File: src/rtl/ysyx_25050148_mem_pkg.sv
// Shared types and helpers for the IFU/LSU memory arbiter.
// Holds the arbiter state and owner encodings, access size codes and the alignment check.
package ysyx_25050148_mem_pkg;

    typedef enum logic [1:0] {
        IDLE  = 2'd0,
        ISSUE = 2'd1,
        WAIT  = 2'd2
    } arb_state_e;

    typedef enum logic {
        OWN_IFU = 1'b0,
        OWN_LSU = 1'b1
    } owner_e;

    localparam logic [1:0] SZ_B = 2'd0;
    localparam logic [1:0] SZ_H = 2'd1;
    localparam logic [1:0] SZ_W = 2'd2;

    // Size code 3 has no legal encoding and is reported as misaligned.
    function automatic logic misaligned(input logic [1:0] addr, input logic [1:0] size);
        logic bad;
        case (size)
            SZ_B:    bad = 1'b0;
            SZ_H:    bad = addr[0];
            SZ_W:    bad = (addr != 2'b00);
            default: bad = 1'b1;
        endcase
        return bad;
    endfunction

endpackage

File: src/rtl/ysyx_25050148_load_fmt.sv
// Combinational load formatter: moves the addressed lane down to bit 0,
// truncates it to the access size and sign- or zero-extends the result.
module ysyx_25050148_load_fmt
    import ysyx_25050148_mem_pkg::*;
(
    input  logic [31:0] rdata,
    input  logic [1:0]  addr_lo,
    input  logic [1:0]  size,
    input  logic        is_signed,
    output logic [31:0] data
);

    logic [31:0] shifted_s;

    // Lane shift followed by size truncation and extension
    always_comb begin
        shifted_s = rdata >> {addr_lo, 3'b000};
        case (size)
            SZ_B:    data = {{24{is_signed & shifted_s[7]}}, shifted_s[7:0]};
            SZ_H:    data = {{16{is_signed & shifted_s[15]}}, shifted_s[15:0]};
            SZ_W:    data = shifted_s;
            default: data = 32'd0;
        endcase
    end

endmodule

File: src/rtl/ysyx_25050148_mem_arbiter.sv
// Arbitrates the single memory port between IFU and LSU: one outstanding
// transaction, LSU priority with a starvation guard, registered response pulses.
module ysyx_25050148_mem_arbiter
    import ysyx_25050148_mem_pkg::*;
#(
    parameter int ADDR_W     = 32,
    parameter int DATA_W     = 32,
    parameter int STARVE_MAX = 4
) (
    input  logic              clk,
    input  logic              rst_n,
    input  logic              ifu_req_valid,
    output logic              ifu_req_ready,
    input  logic [ADDR_W-1:0] ifu_addr,
    output logic              ifu_resp_valid,
    output logic [DATA_W-1:0] ifu_rdata,
    input  logic              lsu_req_valid,
    output logic              lsu_req_ready,
    input  logic              lsu_wen,
    input  logic [ADDR_W-1:0] lsu_addr,
    input  logic [DATA_W-1:0] lsu_wdata,
    input  logic [3:0]        lsu_wmask,
    input  logic [1:0]        lsu_size,
    input  logic              lsu_signed,
    output logic              lsu_resp_valid,
    output logic [DATA_W-1:0] lsu_rdata,
    output logic              lsu_err,
    output logic              mem_req_valid,
    input  logic              mem_req_ready,
    output logic              mem_wen,
    output logic [ADDR_W-1:0] mem_addr,
    output logic [DATA_W-1:0] mem_wdata,
    output logic [3:0]        mem_wmask,
    input  logic              mem_resp_valid,
    input  logic [DATA_W-1:0] mem_rdata
);

    localparam logic [2:0] STARVE_LIM = 3'(STARVE_MAX);

    arb_state_e        state_r;
    arb_state_e        state_nxt_s;
    owner_e            owner_r;
    logic [2:0]        starve_cnt_r;
    logic              wen_r;
    logic [ADDR_W-1:0] addr_r;
    logic [DATA_W-1:0] wdata_r;
    logic [3:0]        wmask_r;
    logic [1:0]        size_r;
    logic              signed_r;
    logic              mem_req_valid_r;

    logic              starve_full_s;
    logic              lsu_win_s;
    logic              lsu_acc_s;
    logic              ifu_acc_s;
    logic              lsu_mis_s;
    logic              resp_done_s;
    logic [DATA_W-1:0] fmt_data_s;

    // Arbitration: LSU wins unless the starvation guard hands the slot to a waiting IFU
    always_comb begin
        starve_full_s = (starve_cnt_r == STARVE_LIM);
        lsu_win_s     = lsu_req_valid & ~(starve_full_s & ifu_req_valid);
        lsu_mis_s     = misaligned(lsu_addr[1:0], lsu_size);
        resp_done_s   = (state_r == WAIT) & mem_resp_valid;
        if (state_r == IDLE) begin
            lsu_acc_s = lsu_win_s;
            ifu_acc_s = ifu_req_valid & ~lsu_win_s;
        end else begin
            lsu_acc_s = 1'b0;
            ifu_acc_s = 1'b0;
        end
    end

    assign lsu_req_ready = lsu_acc_s;
    assign ifu_req_ready = ifu_acc_s;

    // Next-state logic; a misaligned LSU access is answered locally and never leaves IDLE
    always_comb begin
        state_nxt_s = state_r;
        case (state_r)
            IDLE: begin
                if (lsu_acc_s) begin
                    state_nxt_s = lsu_mis_s ? IDLE : ISSUE;
                end else if (ifu_acc_s) begin
                    state_nxt_s = ISSUE;
                end else begin
                    state_nxt_s = IDLE;
                end
            end
            ISSUE: begin
                if (mem_req_ready) begin
                    state_nxt_s = WAIT;
                end else begin
                    state_nxt_s = ISSUE;
                end
            end
            WAIT: begin
                if (mem_resp_valid) begin
                    state_nxt_s = IDLE;
                end else begin
                    state_nxt_s = WAIT;
                end
            end
            default: state_nxt_s = IDLE;
        endcase
    end

    // State register and registered memory request valid
    always_ff @(posedge clk or negedge rst_n) begin
        if (!rst_n) begin
            state_r         <= IDLE;
            mem_req_valid_r <= 1'b0;
        end else begin
            state_r         <= state_nxt_s;
            mem_req_valid_r <= (state_nxt_s == ISSUE);
        end
    end

    // Latch the accepted request; these registers drive the memory port directly
    always_ff @(posedge clk or negedge rst_n) begin
        if (!rst_n) begin
            owner_r  <= OWN_IFU;
            wen_r    <= 1'b0;
            addr_r   <= '0;
            wdata_r  <= '0;
            wmask_r  <= 4'd0;
            size_r   <= SZ_B;
            signed_r <= 1'b0;
        end else if (ifu_acc_s) begin
            owner_r  <= OWN_IFU;
            wen_r    <= 1'b0;
            addr_r   <= ifu_addr;
            wdata_r  <= '0;
            wmask_r  <= 4'd0;
            size_r   <= SZ_W;
            signed_r <= 1'b0;
        end else if (lsu_acc_s && !lsu_mis_s) begin
            owner_r  <= OWN_LSU;
            wen_r    <= lsu_wen;
            addr_r   <= lsu_addr;
            wdata_r  <= lsu_wdata;
            wmask_r  <= lsu_wmask;
            size_r   <= lsu_size;
            signed_r <= lsu_signed;
        end else begin
            owner_r  <= owner_r;
            wen_r    <= wen_r;
            addr_r   <= addr_r;
            wdata_r  <= wdata_r;
            wmask_r  <= wmask_r;
            size_r   <= size_r;
            signed_r <= signed_r;
        end
    end

    assign mem_req_valid = mem_req_valid_r;
    assign mem_wen       = wen_r;
    assign mem_addr      = addr_r;
    assign mem_wdata     = wdata_r;
    assign mem_wmask     = wmask_r;

    ysyx_25050148_load_fmt u_load_fmt (
        .rdata     (mem_rdata),
        .addr_lo   (addr_r[1:0]),
        .size      (size_r),
        .is_signed (signed_r),
        .data      (fmt_data_s)
    );

    // One-cycle response pulses; data registers keep their last value between pulses
    always_ff @(posedge clk or negedge rst_n) begin
        if (!rst_n) begin
            ifu_resp_valid <= 1'b0;
            ifu_rdata      <= '0;
            lsu_resp_valid <= 1'b0;
            lsu_rdata      <= '0;
            lsu_err        <= 1'b0;
        end else begin
            ifu_resp_valid <= 1'b0;
            lsu_resp_valid <= 1'b0;
            lsu_err        <= 1'b0;
            if (resp_done_s && owner_r == OWN_LSU) begin
                lsu_resp_valid <= 1'b1;
                lsu_rdata      <= wen_r ? '0 : fmt_data_s;
            end else if (resp_done_s) begin
                ifu_resp_valid <= 1'b1;
                ifu_rdata      <= mem_rdata;
            end else if (lsu_acc_s && lsu_mis_s) begin
                lsu_resp_valid <= 1'b1;
                lsu_err        <= 1'b1;
                lsu_rdata      <= '0;
            end else begin
                ifu_rdata <= ifu_rdata;
                lsu_rdata <= lsu_rdata;
            end
        end
    end

    // Starvation counter: counts LSU wins over a waiting IFU, saturating at the limit
    always_ff @(posedge clk or negedge rst_n) begin
        if (!rst_n) begin
            starve_cnt_r <= 3'd0;
        end else if (ifu_acc_s) begin
            starve_cnt_r <= 3'd0;
        end else if (lsu_acc_s && ifu_req_valid && !starve_full_s) begin
            starve_cnt_r <= starve_cnt_r + 3'd1;
        end else begin
            starve_cnt_r <= starve_cnt_r;
        end
    end

endmodule

File: config.mk
export PLATFORM = sky130hd
export DESIGN_NAME = ysyx_25050148_mem_arbiter
export DESIGN_NICKNAME = d
export VERILOG_FILES = /design/src/rtl/ysyx_25050148_mem_pkg.sv /design/src/rtl/ysyx_25050148_load_fmt.sv /design/src/rtl/ysyx_25050148_mem_arbiter.sv
export SDC_FILE = /design/constraint.sdc
export NUM_CORES = 1
export LEC_CHECK = 0
export CAP_MARGIN = 25
export CORE_MARGIN = 2
export CORE_UTILIZATION = 50
export DETAILED_ROUTE_END_ITERATION = 10
export DONT_BUFFER_PORTS = 1
export GPL_TIMING_DRIVEN = 0
export HOLD_SLACK_MARGIN = 0.12
export SLEW_MARGIN = 25
export SYNTH_ARGS = -nofsm -noshare
export SYNTH_HDL_FRONTEND = slang
export SYNTH_SLANG_ARGS = --single-unit
File: constraint.sdc
create_clock -name clk -period 2.25 [get_ports clk]
set_input_delay 0.3375 -clock clk [delete_from_list [all_inputs] [get_ports clk]]
set_output_delay 0.3375 -clock clk [all_outputs]
set_load 0.01 [all_outputs]
Word-level counts from Yosys, hierarchy flattened:

Cells that the tools add are included.

* flip-flop bits (word level): 146
* bits in latches: 0
* RAM bits: 0
* memory bits (read-only): 0
* input bits: 142
* word-level logic and storage cells: 87
* memories: 0

* add/subtract/negate cells: 1
* multiply operators: 0
* div/mod/pow operators: 0
* order comparisons: 0
* eq/ne operators: 9
* shift-type cells: 1
* muxes and demuxes: 36
* bitwise logic cells: 9
* reductions and logical operators: 16

Operators with widths (number)
* two-way mux 32 bit: 8
* case mux 32 bit (3 select lines): 1
* right shift 32 x 5 -> 32 bit: 1
* two-way mux 1 bit: 17
* == test 2 x 1 -> 1 bit (second input constant): 4
* two-way mux 2 bit: 4
* two-way mux 4 bit: 2
* nonzero test 2 bit: 4
* AND 1 bit: 6
* == test 2 bit (second input constant): 3
* logical NOT 2 bit: 3
* two-way mux 3 bit: 2
* case mux 2 bit (3 select lines): 1
* logical AND 1 bit: 5
* AND reduction 2 bit: 2
* adder 3 x 1 -> 3 bit (second input constant): 1
* == test 3 bit (second input constant): 1
* inverter 1 bit: 3
* case mux 1 bit (3 select lines): 1
* logical NOT 1 bit: 2
* != test 2 x 1 -> 1 bit (second input constant): 1

Depth between registers and ports, before layout:

* word-level depth: 11
* gate-level depth with buffers: 8
* mapped depth without buffers: 6

Cells and area by module:

Synthesis repeated with hierarchy kept, for this count alone.

* cells, all modules: 733
* area, all modules: 7041.8 um^2

By module, submodules not included
* ysyx_25050148_mem_arbiter: times used 1, cells an instance 619, area each 6252.2 um^2
* ysyx_25050148_load_fmt: times used 1, cells an instance 114, area each 789.5 um^2

Worst setup path after synthesis:

Ideal clock, no wire load.

* path kind: register to register
* from: register addr_r[1], in the netlist mem_addr[1]
* to: register lsu_rdata[21]
* arrival time: 1.882 ns
* required time: 2.124 ns
* setup slack: 0.242 ns
* stages on the path, launching flop included: 8
* path buffers: 3
* period minus slack after synthesis: 2.008 ns
* cell sequence: dfrtp_1 buf_2 mux4_2 o21ai_1 and3b_1 buf_2 buf_2 a221o_1

* word-level cells in the longest chain between the ends: 5

RTL lines
* from (decl): line ysyx_25050148_mem_arbiter.sv:45 `logic [ADDR_W-1:0] addr_r;`
* from (signal assigned): line ysyx_25050148_mem_arbiter.sv:133 `addr_r <= ifu_addr;`
* from (signal assigned): line ysyx_25050148_mem_arbiter.sv:141 `addr_r <= lsu_addr;`
* from (signal assigned): line ysyx_25050148_mem_arbiter.sv:149 `addr_r <= addr_r;`
* right shift 32 x 5 -> 32 bit *: line ysyx_25050148_load_fmt.sv:17 `shifted_s = rdata >> {addr_lo, 3'b000};`
* AND 1 bit, on equally long branches: line ysyx_25050148_load_fmt.sv:20, ysyx_25050148_load_fmt.sv:19
* case mux 32 bit (3 select lines) *: line ysyx_25050148_load_fmt.sv:18 `case (size)`
* two-way mux 32 bit *: line ysyx_25050148_mem_arbiter.sv:185 `lsu_rdata <= wen_r ? '0 : fmt_data_s;`
* two-way mux 32 bit *: line ysyx_25050148_mem_arbiter.sv:183 `if (resp_done_s && owner_r == OWN_LSU) begin`
* to (signal assigned): line ysyx_25050148_mem_arbiter.sv:185
* to (signal assigned): line ysyx_25050148_mem_arbiter.sv:195 `lsu_rdata <= lsu_rdata;`
* to (decl): line ysyx_25050148_mem_arbiter.sv:26 `output logic [DATA_W-1:0] lsu_rdata,`

Mark *: on every way between the ends. The rest lies on a longest branch, timed or not.
A chain may end at the register's enable or synchronous reset.

Worst setup path in the final report:

* from: register addr_r[1], in the netlist mem_addr[1]
* to: register lsu_rdata[28]

Same word-level chain as after synthesis.

==> flow_summary.toml <==
[synthesis]
netlist_instances = 467
synth_cell_types = 42
yosysSeqAreaShare_pct = 59.4
ys_seq_elements = 146
syn_area_mm2 = 0.00615
synth_nets = 611
async_reset_ff_share_pct = 100
syn_avg_cell_area_um2 = 13.2
synth-edff-count = 0
synth_ff_type = "dfrtp_1"
yosys_warnings = 0

[global_routing]
antenna_found_initial = 0
top_usage_layer = "met2"
grtUsageTotal_pct = 26.7
first_global_vias = 4715
grt_pass1_wl_um = 26300
grt_max_degree = 147
use_met1_pct = 31.1
grt-ovfl-total = 0
use_met2_pct = 44.9
grt.met3_usage_pct = 8.86

[worst_setup_path]
critPathMaxStageDelay_ns = 0.52
cp.required_ns = 2.54
crit_buf_inv = 3
rr_endpoint = "lsu_rdata[28]"
r2r-start = "mem_addr[1]"
critPathSlowestCell = "mux4_2"
cp_cell_sequence = "buf_6, mux4_2, o21ai_1, and3b_1, clkbuf_4, buf_4, a221o_1"
r2r_slack_ns = 0.12
worstPathMaxFanout = 10
cp-endpoint = "lsu_rdata[28]"
r2r_cells = 7
crit_cells = 7
start_kind = "flop"
end_kind = "flop"
crit_family = "multiplexers"
crit_type = "reg -> reg"
cp-startpoint = "mem_addr[1]"
crit_arrival_ns = 2.42

[drt]
drtAntennaViolNets = 0
via_per_inst = 6.11
drt-initial-drc-count = 309
vias = 4484
wl_um = 17800
firstDrtPassIters = 4
wl_per_cell_um = 24.3
drc = 0

[final_layout]
drive_above_1_share_pct = 10.6
n_antenna_cell = 0
final_area_mm2 = 0.00786
area_delta_synth_final_pct = 27.8
num-nets-final = 721

[timing]
final.min_clock_period_ns = 2.13
fmax_ghz = 0.469
finalHoldViolations = 146
final-setup-viol-count = 0
holdWs_ns = -0.381
slew_headroom_pct = 54.5
fin_skew_ns = 0.00578
worst_pin_slew_ns = 0.683
drv_slew = 0
period_share_pct = 94.7

[clocking]
clock_latency_ns = 0.41
htree_levels = 4
cts_buffers = 17
hold_buffers = 86
cts_max_path_buffers = 2
cts_tree = "done"
clkTransAtPathRegs_ns = 0.06
clock-sinks = 146
root_buffer = "clkbuf_16"

[die]
rows = 40
die_h_um = 115
start_util_pct = 51.2
core_mm2 = 0.0120
die_x_um = 115
die_area_mm2 = 0.0132
pin_count = 281

[place]
io_buffers = 0
placed_area_mm2 = 0.00634
hpwl_um = 12200
gp_congestion = 0.815

[power_and_ir_drop]
power_density_mw_per_mm2 = 1360
leakage_uw = 0.00373
peakVddDrop_mv = 0.678

[status]
violations = "negative hold slack"
status = "finished with violations"

[min_path]
hold_path_class = "in -> async"

[job]
max_cap_viol_count = 0
==> synthesized netlist by cell type (3+ instances only) <==
| master | n | share of area (%) |
|---|---|---|
| dfrtp_1 | 146 | 59 |
| a22o_1 | 71 | 10 |
| a21o_1 | 32 | 3.9 |
| mux2_1 | 32 | 5.9 |
| clkbuf_1 | 25 | 1.5 |
| a21oi_1 | 17 | 1.4 |
| a221o_1 | 16 | 2.6 |
| mux2i_1 | 15 | 2.4 |
| o2bb2ai_1 | 15 | 2.1 |
| nor2_1 | 13 | 0.79 |
| buf_2 | 9 | 0.73 |
| mux2_2 | 8 | 1.5 |
| nand3b_1 | 8 | 0.98 |
| o21ai_0 | 8 | 0.65 |
| inv_1 | 5 | 0.31 |
| nand2_1 | 5 | 0.31 |
| nor2b_1 | 4 | 0.41 |
| o21ai_1 | 4 | 0.33 |
| buf_1 | 3 | 0.18 |
==> per-layer routing <==
layer / up-vias / share of wire [%]
met1: 2219 / 37
met3: 41 / 8.9
met4: 0 / 3.0
li1: 1990 / -
met2: 234 / 51
met5: - / 0
==> layout make-up <==
cell class / count / area (um^2)
fill: 951 / 4150
sequential: 146 / 3650
multi-input combinational: 275 / 2320
timing repair buffer: 91 / 898
clock buffer: 23 / 478
buffer: 40 / 198
tap: 147 / 184
clock inverter: 6 / 105
inverter: 6 / 22.5
==> repair_timing <==
action / in CTS / in global routing
setup endpoints to repair: 110 / 21
gates resized for setup: 6 / 12
endpoints found under the hold margin: 241 / 146
setup buffers: 0 / 5
==> worst register-to-register path, cell delays in order, from the launching register on <==
cell	delay, ns
dfrtp_2	0.41
buf_6	0.13
mux4_2	0.52
o21ai_1	0.13
and3b_1	0.18
clkbuf_4	0.17
buf_4	0.18
a221o_1	0.28
==> cell families after synthesis <==
family,count (synthesis),share of synthesized area [%]
buffers and inverters,46,3.23
xor gates and xnor gates,2,0.285
AOI/OAI and AO/OA,170,22.1
and+or+nand+nor,45,4.45
muxes,56,10.1
adders and majority gates,2,0.407
DFF,146,59.4
==> worst min path at each step <==
stage                     slack, ns   from  cells after the start       endpoint
after floorplan                0.04  rst_n                      0   ifu_rdata[0]
after global placement         0.05  rst_n                      0  ifu_rdata[26]
after detailed placement       0.05  rst_n                      0  ifu_rdata[26]
after CTS                     -0.40  rst_n                      0  lsu_rdata[25]
after global routing          -0.41  rst_n                      0  ifu_rdata[26]
final                         -0.38  rst_n                      0  ifu_rdata[27]
==> layout by cell type, fill, tap and decap left out, drive strengths merged <==
master	count
dfrtp	146
dlygate4sd3	86
a22o	71
clkbuf	49
mux2	40
a21o	32
buf	19
a21oi	18
a221o	16
mux2i	15
o2bb2ai	15
nor2	13
o21ai	12
nand3b	8
inv	6
nand2	5
nor2b	4
clkinv	3
bufinv	3
nand2b	2
or3b	2
nor3	2
nand3	2
xor2	2
a32o	2
ha	2
o2111a	1
o22ai	1
nor3b	1
nor4b	1
nand4b	1
nor4bb	1
mux4	1
o211ai	1
and3b	1
and3	1
or2	1
o21bai	1
==> through the flow <==
stage                     total power, uW  cells  setup slack [ns]  setup TNS [ns]  utilization, %
final                               10700    734             0.120               0            65.4
after global routing                11300    734          -0.00558         -0.0101            65.4
after CTS                           10700    729            0.0192               0            65.0
after detailed placement             7670    614            -0.141           -5.87            52.8
after global placement               7570    614           -0.0830           -2.25            52.8
after floorplan                      6850    467             0.242               0               -
==> power by group <==
group | internal [uW] | leakage, uW | switching [uW] | total [uW]
registers | 3720 | 0.00188 | 1420 | 5140
clock network | 1810 | 0.000289 | 997 | 2800
logic | 1430 | 0.00157 | 1310 | 2740
==> sequential cells by signal (all words and copies together) (netlist names), 2 cells and up <==
register and count:
ifu_rdata 32, lsu_rdata 32, mem_addr 32, mem_wdata 32, mem_wmask 4, starve_cnt_r 3
size_r 2, state_r 2
Power figures use the tool's default switching activity.
